--- src/rtl/kempston_mouse_ext.sv ---
// kempston_mouse_ext: PS/2 (HPS ps2_mouse packet) to Kempston mouse port.
// Accumulates X/Y deltas into CNT_W-bit position counters and presents the
// X, Y and button bytes on the CPU I/O read path. It also provides:
//   - a coherent X->Y read snapshot,
//   - sticky button latches, so short presses survive until the next poll.
//
// Optional feature: define KEMPSTON_WHEEL_EN to add a 4-bit wheel counter in
// bits [7:4] of the button byte.
//
// Ports:
//   clk_sys        system clock, all state changes on the rising edge
//   reset          synchronous, active-high reset
//   ps2_mouse      HPS packet: [24] toggle, [23:16] dY, [15:8] dX,
//                  [5] Y sign, [4] X sign, [2:0] M/R/L buttons
//   ps2_mouse_ext  HPS extension; [3:0] wheel delta (wheel build only)
//   addr           port address bits
//   rd             one-cycle read strobe, qualified by sel
//   sel            1 when addr decodes to a mouse port
//   dout           read data, combinational from registered state
module kempston_mouse_ext #(
    parameter int unsigned CNT_W      = 12,
    parameter int unsigned SENS_SHIFT = 0,
    parameter bit          INVERT_Y   = 1'b0,
    parameter bit          SATURATE   = 1'b0
) (
    input  logic        clk_sys,
    input  logic        reset,
    input  logic [24:0] ps2_mouse,
    input  logic [15:0] ps2_mouse_ext,
    input  logic [2:0]  addr,
    input  logic        rd,
    output logic        sel,
    output logic [7:0]  dout
);

    localparam int unsigned EXT_W = CNT_W + 1;
    localparam logic [CNT_W-1:0] CX_RST = CNT_W'(32'd128 << SENS_SHIFT);

    logic [CNT_W-1:0] cx;
    logic [CNT_W-1:0] cy;
    logic             old_toggle;
    logic             snap_valid;
    logic [7:0]       y_snap;
    logic [2:0]       btn;        // live buttons from the last packet, packet order
    logic [2:0]       btn_latch;  // sticky presses, packet order (bit0 L, bit1 R, bit2 M)

    logic             event_c;
    logic [EXT_W-1:0] dx_ext;
    logic [EXT_W-1:0] dy_ext;
    logic [EXT_W-1:0] dy_eff;
    logic             rd_x_c;
    logic             rd_y_c;
    logic             rd_b_c;
    logic [2:0]       held;
    logic [7:0]       btn_byte;
    logic [7:0]       x_byte;
    logic [7:0]       y_byte;

    // Add a signed delta; bit CNT_W of the unsigned sum flags over/underflow.
    function automatic logic [CNT_W-1:0] accum(input logic [CNT_W-1:0] cur,
                                               input logic [EXT_W-1:0] d);
        logic [EXT_W-1:0] s;
        s = {1'b0, cur} + d;
        if (SATURATE && s[CNT_W]) begin
            return d[CNT_W] ? '0 : '1;
        end
        return s[CNT_W-1:0];
    endfunction

    assign event_c = ps2_mouse[24] != old_toggle;
    assign dx_ext  = EXT_W'($signed({ps2_mouse[4], ps2_mouse[15:8]}));
    assign dy_ext  = EXT_W'($signed({ps2_mouse[5], ps2_mouse[23:16]}));
    assign dy_eff  = INVERT_Y ? (EXT_W'(0) - dy_ext) : dy_ext;

    assign x_byte = cx[SENS_SHIFT +: 8];
    assign y_byte = snap_valid ? y_snap : cy[SENS_SHIFT +: 8];
    assign held   = btn | btn_latch;

`ifdef KEMPSTON_WHEEL_EN
    logic [3:0] wheel;
    assign btn_byte = {wheel, 1'b1, ~held[0], ~held[2], ~held[1]};
    wire unused_bits = ^{ps2_mouse[7:6], ps2_mouse[3], ps2_mouse_ext[15:4]};
`else
    assign btn_byte = {5'b11111, ~held[0], ~held[2], ~held[1]};
    wire unused_bits = ^{ps2_mouse[7:6], ps2_mouse[3], ps2_mouse_ext};
`endif

    // Port decode and read mux.
    always_comb begin
        sel    = 1'b0;
        dout   = 8'hFF;
        rd_x_c = 1'b0;
        rd_y_c = 1'b0;
        rd_b_c = 1'b0;
        if (addr == 3'b011) begin
            sel    = 1'b1;
            dout   = x_byte;
            rd_x_c = rd;
        end else if (addr == 3'b111) begin
            sel    = 1'b1;
            dout   = y_byte;
            rd_y_c = rd;
        end else if (addr[1:0] == 2'b10) begin
            sel    = 1'b1;
            dout   = btn_byte;
            rd_b_c = rd;
        end
    end

    // Position, snapshot and button state.
    always_ff @(posedge clk_sys) begin
        if (reset) begin
            cx         <= CX_RST;
            cy         <= '0;
            old_toggle <= ps2_mouse[24];
            snap_valid <= 1'b0;
            y_snap     <= '0;
            btn        <= '0;
            btn_latch  <= '0;
        end else begin
            old_toggle <= ps2_mouse[24];
            if (event_c) begin
                cx  <= accum(cx, dx_ext);
                cy  <= accum(cy, dy_eff);
                btn <= ps2_mouse[2:0];
            end
            if (rd_x_c) begin
                snap_valid <= 1'b1;
                y_snap     <= cy[SENS_SHIFT +: 8];
            end else if (rd_y_c) begin
                snap_valid <= 1'b0;
            end
            // A press arriving with a clearing read must stay latched.
            btn_latch <= (rd_b_c ? (btn_latch & btn) : btn_latch)
                       | (event_c ? ps2_mouse[2:0] : 3'b000);
        end
    end

`ifdef KEMPSTON_WHEEL_EN
    // Wheel accumulates modulo 16.
    always_ff @(posedge clk_sys) begin
        if (reset) begin
            wheel <= '0;
        end else if (event_c) begin
            wheel <= wheel + ps2_mouse_ext[3:0];
        end
    end
`endif

endmodule
--- config.mk ---
export PLATFORM = sky130hd
export DESIGN_NAME = kempston_mouse_ext
export DESIGN_NICKNAME = d
export VERILOG_FILES = /design/src/rtl/kempston_mouse_ext.sv
export SDC_FILE = /design/constraint.sdc
export NUM_CORES = 1
export LEC_CHECK = 0
export CAP_MARGIN = 20
export CORE_MARGIN = 2
export CORE_UTILIZATION = 51
export CTS_CLUSTER_DIAMETER = 150
export DETAILED_ROUTE_END_ITERATION = 12
export PLACE_DENSITY = 0.85
export SYNTH_ARGS = -nofsm -noshare
export SYNTH_HDL_FRONTEND = slang
export SYNTH_SLANG_ARGS = --single-unit
--- constraint.sdc ---
create_clock -name clk_sys -period 3.71 [get_ports clk_sys]
set_input_delay 0.742 -clock clk_sys [delete_from_list [all_inputs] [get_ports clk_sys]]
set_output_delay 0.742 -clock clk_sys [all_outputs]
set_load 0.005 [all_outputs]
# Word-level counts from Yosys, hierarchy flattened

Index checks and enable logic that the tools add are counted.

Output and inout bits: 9
Register bits: 40
Word-level logic and storage cells: 37
Input port bits: 47

Add/subtract/negate cells: 2
Muxes and demuxes: 17
Equality and inequality tests: 4
Reduce and logical (&&, ||, !) cells: 1
Bitwise logic cells: 6

Operators by type and width:

| cell                 | number |
|---|---|
| $add A12 B12 Y12     | 2 |
| $mux W8              | 3 |
| $mux W1              | 11 |
| $mux W3              | 3 |
| $or A3 B3 Y3         | 2 |
| $and A3 B3 Y3        | 1 |
| $eq A3 B2 Y1 const B | 1 |
| $eq A3 B3 Y1 const B | 1 |
| $not A1 Y1           | 3 |
| $eq A2 B2 Y1 const B | 1 |
| $reduce_bool A2 Y1   | 1 |
| $ne A1 B1 Y1         | 1 |

# Logic depth before layout (Yosys ltp)

Gate-level depths: netlist of the first run.

Depth in word-level cells: 6
Mapped depth: 8
Mapped depth without buffers: 8

# Worst setup path after synthesis of the first run

Ideal clock, no wire load.

Kind: input-to-output
Start: input addr[2]
End: output dout[7]
Buffers on the path: 2
Data arrival time: 1.453 ns
Stages: 5
Data required time: 2.968 ns
Setup slack: 1.515 ns
Cell sequence: clkbuf_1 clkbuf_1 nand2_1 o21ai_0 nand2_1

Word-level cells in the longest chain between the ends: 3
Elaborated cells between the ends (all ways): 4
Classes of those cells: 2 x eq/ne; 2 x mux

Ends and longest elaborated chain:

| element      | RTL line | text |
|---|---|---|
| from (decl)  | 30       | `input logic [2:0] addr,` |
| $eq A3 B3 Y1 | 99       | `end else if (addr == 3'b111) begin` |
| $mux W8      | 99       |  |
| $mux W8 *    | 95       | `if (addr == 3'b011) begin` |
| to (decl)    | 33       | `output logic [7:0] dout` |

Every way passes the cells marked *; elsewhere a longest branch is shown, timed or not.

# Worst setup path after layout of the first run

Start: input addr[2]
End: output dout[2]

The elaborated chain is that of the path after synthesis.

==> flow_metrics.tcl, run 1 <==
set metrics [dict create \
    status "complete, no violations" \
    slew_violations 0 \
    stdcell_area_mm2 0.00238 \
    power_leakage_nw 0.895 \
    synth_flop_cell "dfxtp_1" \
    dr.pass1.iters 4 \
    drv_cap 0 \
    hold_buffers 0 \
    fin_skew_ns 0.00383 \
    synth_top_area_share_pct 32.8 \
    cp.required_ns 2.97 \
    gr-usage-met2_pct 38.1 \
    viasPerCell 5.62 \
    grt_pass1_vias 1825 \
    setup_violations 0 \
    min_path_type "reg -> reg" \
    numCtsBuffers 5 \
    clk_pin_slew_ns 0.06 \
    final_util_pct 65.0 \
    arrival_ns 2.49 \
    avgRoutedWirePerCell_um 13.3 \
    cp_common_cell "clkdlybuf4s50_1" \
    fin_nets 337 \
    p_int_w 0.000646 \
    synthAdderAreaFrac_pct 11.0 \
    synth_cells 243 \
    cts_htree_levels 2 \
    fmax_mhz 309 \
    start_util_pct 53.3 \
    diodes 0 \
    clockPowerShare_pct 26.4 \
    power_density_mw_per_mm2 395 \
    critical_path.max_fanout 18 \
    met1_usage_pct 27.2 \
    hold_path_depth 2 \
    track_usage_pct 22.4 \
    crit_path_max_incr_delay_ns 0.83 \
    drive_gt1_share_pct 4.74 \
    post-route-min-period_ns 3.24 \
    synth_edf_count 0 \
    cts_sinks 32 \
    gp_congestion 0.828 \
    pwr-share-comb_pct 29.9 \
    clk_path_buf_depth 2 \
    antenna_left 0 \
    chipWidth_um 65.8 \
    hold_viol 0 \
    worst_slew_pin_slew_ns 0.931 \
    synth_area_leader_cell "dfxtp_1" \
    synth_most_common_cell "nand2_1" \
    tns_ns 0 \
    synth.area.top_cells "dfxtp_1, nand2_1, ha_1, a21oi_1, mux2i_1" \
    yosysWarnings 0 \
    core_mm2 0.00366 \
    syn_avg_cell_area_um2 8.03 \
    hpwl_mm 3.15 \
    layout-area-overhead-vs-synth_pct 22.0 \
    rows 22 \
    synth_compound_area_share_pct 21.9 \
    die-height_um 65.8 \
    grt_max_degree 20 \
    crit_type "in -> out" \
    drt-total-wl_mm 4.28 \
    p_sw_share_pct 31.3 \
    vias 1809 \
    synth_top_family_by_area "compound AO/OA/AOI/OAI gates" \
    synthMuxAreaShare_pct 5.20 \
    crit_path_end_kind "output pin" \
    worstRegToRegCells 8 \
    cts_setup_buffers 0 \
    grt_pass1_wl_mm 7.53 \
    yosys-top-cells-count "nand2_1, dfxtp_1, a21oi_1, ha_1, o21ai_0" \
    critPathLaunchType "primary input" \
    die_area_mm2 0.00434 \
    finalCritPeriodShare_pct 87.2 \
    port_buffers 34 \
    synth-xor-area-share_pct 3.98 \
    antenna_found_initial 0 \
    grt.overflow.total 0 \
    clock_latency_ns 0.29 \
    synthDistinctLibCells 39 \
    sequentialPowerShare_pct 43.7 \
    rsz0062_at_grt "no" \
    irDropWorstVdd_uv 276 \
    synth-simple-area-share_pct 19.9 \
    placed_area_mm2 0.00230 \
    p_switching_w 0.000294 \
    slew_headroom_pct 37.5 \
    crit_slowest_cell "clkdlybuf4s50_1" \
    cts_tree "yes" \
    cts-root-buf "clkbuf_8" \
    synthesis.nets 306 \
    ys_async_sr_fraction_pct 0 \
    drt_iter0_drc 74 \
    grt_most_used_layer "met2" \
    ioPinCount 56 \
    fill_cells 326 \
    met3_usage_pct 5.11 \
    ys_seq_area_share_pct 32.8 \
    ys_ff_latch 32 \
    drc_errors 0 \
    path_cells "clkdlybuf4s50_1 > nand2_1 > o211ai_1 > o311ai_0 > clkdlybuf4s50_1" \
    cts_resized 0 \
    syn-cell-area_mm2 0.00195 \
]
==> cell type report <==
type | instances | area [um2] | share of cell area [%]
clock inverters | 1 | 5.00 | 0.210
inverters | 10 | 37.5 | 1.58
repair buffers | 36 | 355 | 14.9
clock buffers | 6 | 72.6 | 3.05
flip-flops and latches | 32 | 641 | 26.9
multi-input cells | 189 | 1210 | 50.8
well taps | 48 | 60.1 | 2.52
==> through the flow <==
stage | setup WS, ns | total power, W | cells | hold WS, ns
floorplan | 1.51 | 0.000608 | 243 | 0.436
global placement | 0.470 | 0.000687 | 315 | 0.441
detailed placement | 0.471 | 0.000697 | 315 | 0.448
CTS | 0.474 | 0.000943 | 322 | 0.456
global route | 0.285 | 0.00101 | 322 | 0.477
finish | 0.474 | 0.000940 | 322 | 0.457
==> per-layer routing <==
| metal | part of all wire [%] | vias up | wire (um) |
|---|---|---|---|
| met5 | 0 | - | 0 |
| met4 | 1.2 | 0 | 53 |
| met3 | 5.2 | 8 | 222 |
| met2 | 48 | 42 | 2040 |
| met1 | 46 | 840 | 1970 |
| li1 | - | 919 | - |
==> cells by family (layout without fill, tap and decap cells) <==
family                   after synthesis  after routing
XOR/XNOR                               8              8
AND/OR/NAND/NOR                       85             85
adder cells (fa/ha/maj)               16             16
flip-flops                            32             32
buffers and inverters                 22             53
AO/OA/AOI/OAI                         70             70
multiplexers                          10             10
==> worst paths after layout <==
| check | start | to | slack [ns] |
|---|---|---|---|
| worst max-delay path | addr[2] | dout[2] | 0.47 |
| worst min-delay path | y_snap[2] | y_snap[2] | 0.46 |
| worst max register to register | cx[0] | cx[6] | 1.66 |
| worst min register to register | y_snap[2] | y_snap[2] | 0.46 |
==> critical path: cells and delay by family <==
family	cells	cell delay (ns)
AOI/OAI and AO/OA	2	0.31
and+or+nand+nor	1	0.13
buffers and inverters	2	1.31
==> layout by cell type (no fill, tap or decap), types with 4 or more instances in the layout <==
cell type	netlist	routed
nor2_1	5	5
clkdlybuf4s50_1	0	34
mux2i_1	9	9
dfxtp_1	32	32
nand2_1	55	55
nor2b_1	4	4
clkbuf_8	0	5
xnor2_1	4	4
a21oi_1	27	27
o21ai_0	13	13
nor3_1	4	4
o21a_1	4	4
inv_1	10	10
o211ai_1	10	10
ha_1	14	14
==> sequential cells by signal, summed over array words and instances (netlist names) <==
register and count:
btn_latch 3, old_toggle 1, btn 3, snap_valid 1, cx 8, y_snap 8
cy 8
==> power by group through the flow <==
| stage | sequential (W) | combinational, W | clock [W] |
|---|---|---|---|
| after floorplan | 0.000407 | 0.000201 | 0 |
| after CTS | 0.000410 | 0.000283 | 0.000250 |
| after global routing | 0.000415 | 0.000321 | 0.000270 |
| after global placement | 0.000416 | 0.000271 | 0 |
| final | 0.000411 | 0.000281 | 0.000248 |
| after detailed placement | 0.000417 | 0.000280 | 0 |
No activity file was read; power rests on OpenSTA's default activity.
==> inputs of run 2 (changes only) <==
Settings changed: ABC_CLOCK_PERIOD_IN_PS set to 3710, PLACE_DENSITY 0.85 to not set, PLACE_DENSITY_LB_ADDON set to 0.25.
==> run 2 against run 1 <==
Net effect:
- power grew 2.4%
- largest cell class unchanged
- cell count grew 0.93%
- hold slack gained 0.0022 ns
- critical endpoint unchanged
- largest power group unchanged
==> flow_metrics.tcl, run 2 (synthesis gave the netlist of run 1 again) <==
set metrics [dict create \
    status "complete, no violations" \
    grt_pass1_vias 1667 \
    final_cell_mix "nand2_1, clkdlybuf4s50_1, dfxtp_1" \
    hold_viol 0 \
    cts_sinks 32 \
    cts_resized 0 \
    drive_gt1_share_pct 6.14 \
    critical-path-top-delay-family "buffers and inverters" \
    fin_nets 339 \
    crit_type "in -> out" \
    gp_congestion 0.753 \
    numCtsBuffers 5 \
    critical_path_buf_inv_count 3 \
    rsz0062_at_grt "no" \
    drt_iter0_drc 69 \
    fill_cells 328 \
    cp.required_ns 2.97 \
    worst_slew_pin_slew_ns 0.981 \
    cts_tree "yes" \
    min_path_type "reg -> reg" \
    grt_pass1_wl_mm 7.06 \
    crit_path_end_kind "output pin" \
    cts-root-buf "clkbuf_8" \
    path_cells "clkdlybuf4s50_1 > buf_4 > o211ai_1 > o311ai_0 > clkdlybuf4s50_1" \
    die-height_um 65.8 \
    fin_skew_ns 0.00553 \
    final_common_cell "nand2_1" \
    fmax_mhz 329 \
    tns_ns 0 \
    post-route-min-period_ns 3.04 \
    grt_max_degree 19 \
    antenna_left 0 \
    diodes 0 \
    die_area_mm2 0.00434 \
    power_leakage_nw 0.915 \
    port_buffers 34 \
    pwr-share-comb_pct 29.0 \
    clk_pin_slew_ns 0.06 \
    p_switching_w 0.000295 \
    clk_path_buf_depth 2 \
    met3_usage_pct 5.62 \
    dp.cells 317 \
    p_sw_share_pct 30.6 \
    drv_cap 0 \
    cts_htree_levels 2 \
    clock_latency_ns 0.29 \
    hpwl_mm 3.05 \
    cp_common_cell "clkdlybuf4s50_1" \
    rows 22 \
    antenna_found_initial 0 \
    arrival_ns 2.30 \
    cts_setup_buffers 0 \
    finalCritPeriodShare_pct 81.9 \
    hold_buffers 0 \
    crit_path_max_incr_delay_ns 0.57 \
    vias 1731 \
    slew_violations 0 \
    drt-total-wl_mm 3.99 \
    clockPowerShare_pct 28.5 \
    grt.overflow.total 0 \
    critical_path.max_fanout 14 \
    avgRoutedWirePerCell_um 12.3 \
    slew_headroom_pct 34.1 \
    met1_usage_pct 26.3 \
    power_density_mw_per_mm2 400 \
    placed_area_mm2 0.00232 \
    dr.pass1.iters 4 \
    chipWidth_um 65.8 \
    viasPerCell 5.33 \
    stdcell_count 325 \
    drc_errors 0 \
    irDropWorstVdd_uv 370 \
    multi_input_area_mm2 0.00121 \
    core_mm2 0.00366 \
    crit_slowest_cell "clkdlybuf4s50_1" \
    ioPinCount 56 \
    layout-area-overhead-vs-synth_pct 23.5 \
    track_usage_pct 20.8 \
    seq_area_um2 641 \
    reg_top3 "cx: 8 flops, cy: 8 flops, y_snap: 8 flops" \
    sequentialPowerShare_pct 42.5 \
    grt_most_used_layer "met2" \
    setup_violations 0 \
    stdcell_area_mm2 0.00241 \
    p_int_w 0.000668 \
    critPathLaunchType "primary input" \
    start_util_pct 53.3 \
    gr-usage-met2_pct 34.5 \
]
[run 2: changes by cell type in the layout (fill, tap and decap cells not counted)]
cell,previous run,this run
buf_4,2,4
clkbuf_1,1,0
clkbuf_8,5,6
clkinv_2,1,2
[run 2: metal layers]
| layer | routed length, um | up-vias |
|---|---|---|
| li1 | - | 916 |
| met1 | 1980 | 774 |
| met2 | 1780 | 35 |
| met3 | 191 | 6 |
| met4 | 40 | 0 |
| met5 | 0 | - |
[run 2: worst paths after layout]
check	from	endpoint	slack (ns)	cells past startpoint
max reg2reg	cx[0]	cx[6]	1.70	8
max	addr[2]	dout[2]	0.67	5
min reg2reg	y_snap[3]	y_snap[3]	0.46	2
min	y_snap[3]	y_snap[3]	0.46	2
[run 2: power by group through the flow]
stage | sequential [W] | clock (W) | combinational, W
floorplan | 0.000407 | 0 | 0.000201
global placement | 0.000417 | 0 | 0.000274
detailed placement | 0.000417 | 0 | 0.000279
CTS | 0.000410 | 0.000274 | 0.000281
global route | 0.000415 | 0.000293 | 0.000321
finish | 0.000409 | 0.000274 | 0.000280
[run 2: tightest hold or removal path, stage by stage, from the launching register on]
cell and delay (ns):
dfxtp_1 0.31, nand2_1 0.05, a21oi_1 0.05
[run 2: final cells by class]
class | count | area share, %
clock buffer | 6 | 3.43
multi-input combinational | 189 | 50.2
tap | 48 | 2.49
timing repair buffer | 38 | 15.4
sequential | 32 | 26.6
inverter | 10 | 1.56
clock inverter | 2 | 0.415
[run 2: per-stage QoR]
| step | setup WS, ns | power, W | utilization (%) | hold slack, ns |
|---|---|---|---|---|
| 3_3_place_gp | 0.664 | 0.000691 | 63.3 | 0.441 |
| 3_5_place_dp | 0.682 | 0.000696 | 63.3 | 0.448 |
| 6_report | 0.670 | 0.000963 | 65.8 | 0.459 |
| 2_1_floorplan | 1.51 | 0.000608 | - | 0.436 |
| 5_1_grt | 0.580 | 0.00103 | 65.8 | 0.488 |
| 4_1_cts | 0.672 | 0.000965 | 65.8 | 0.458 |
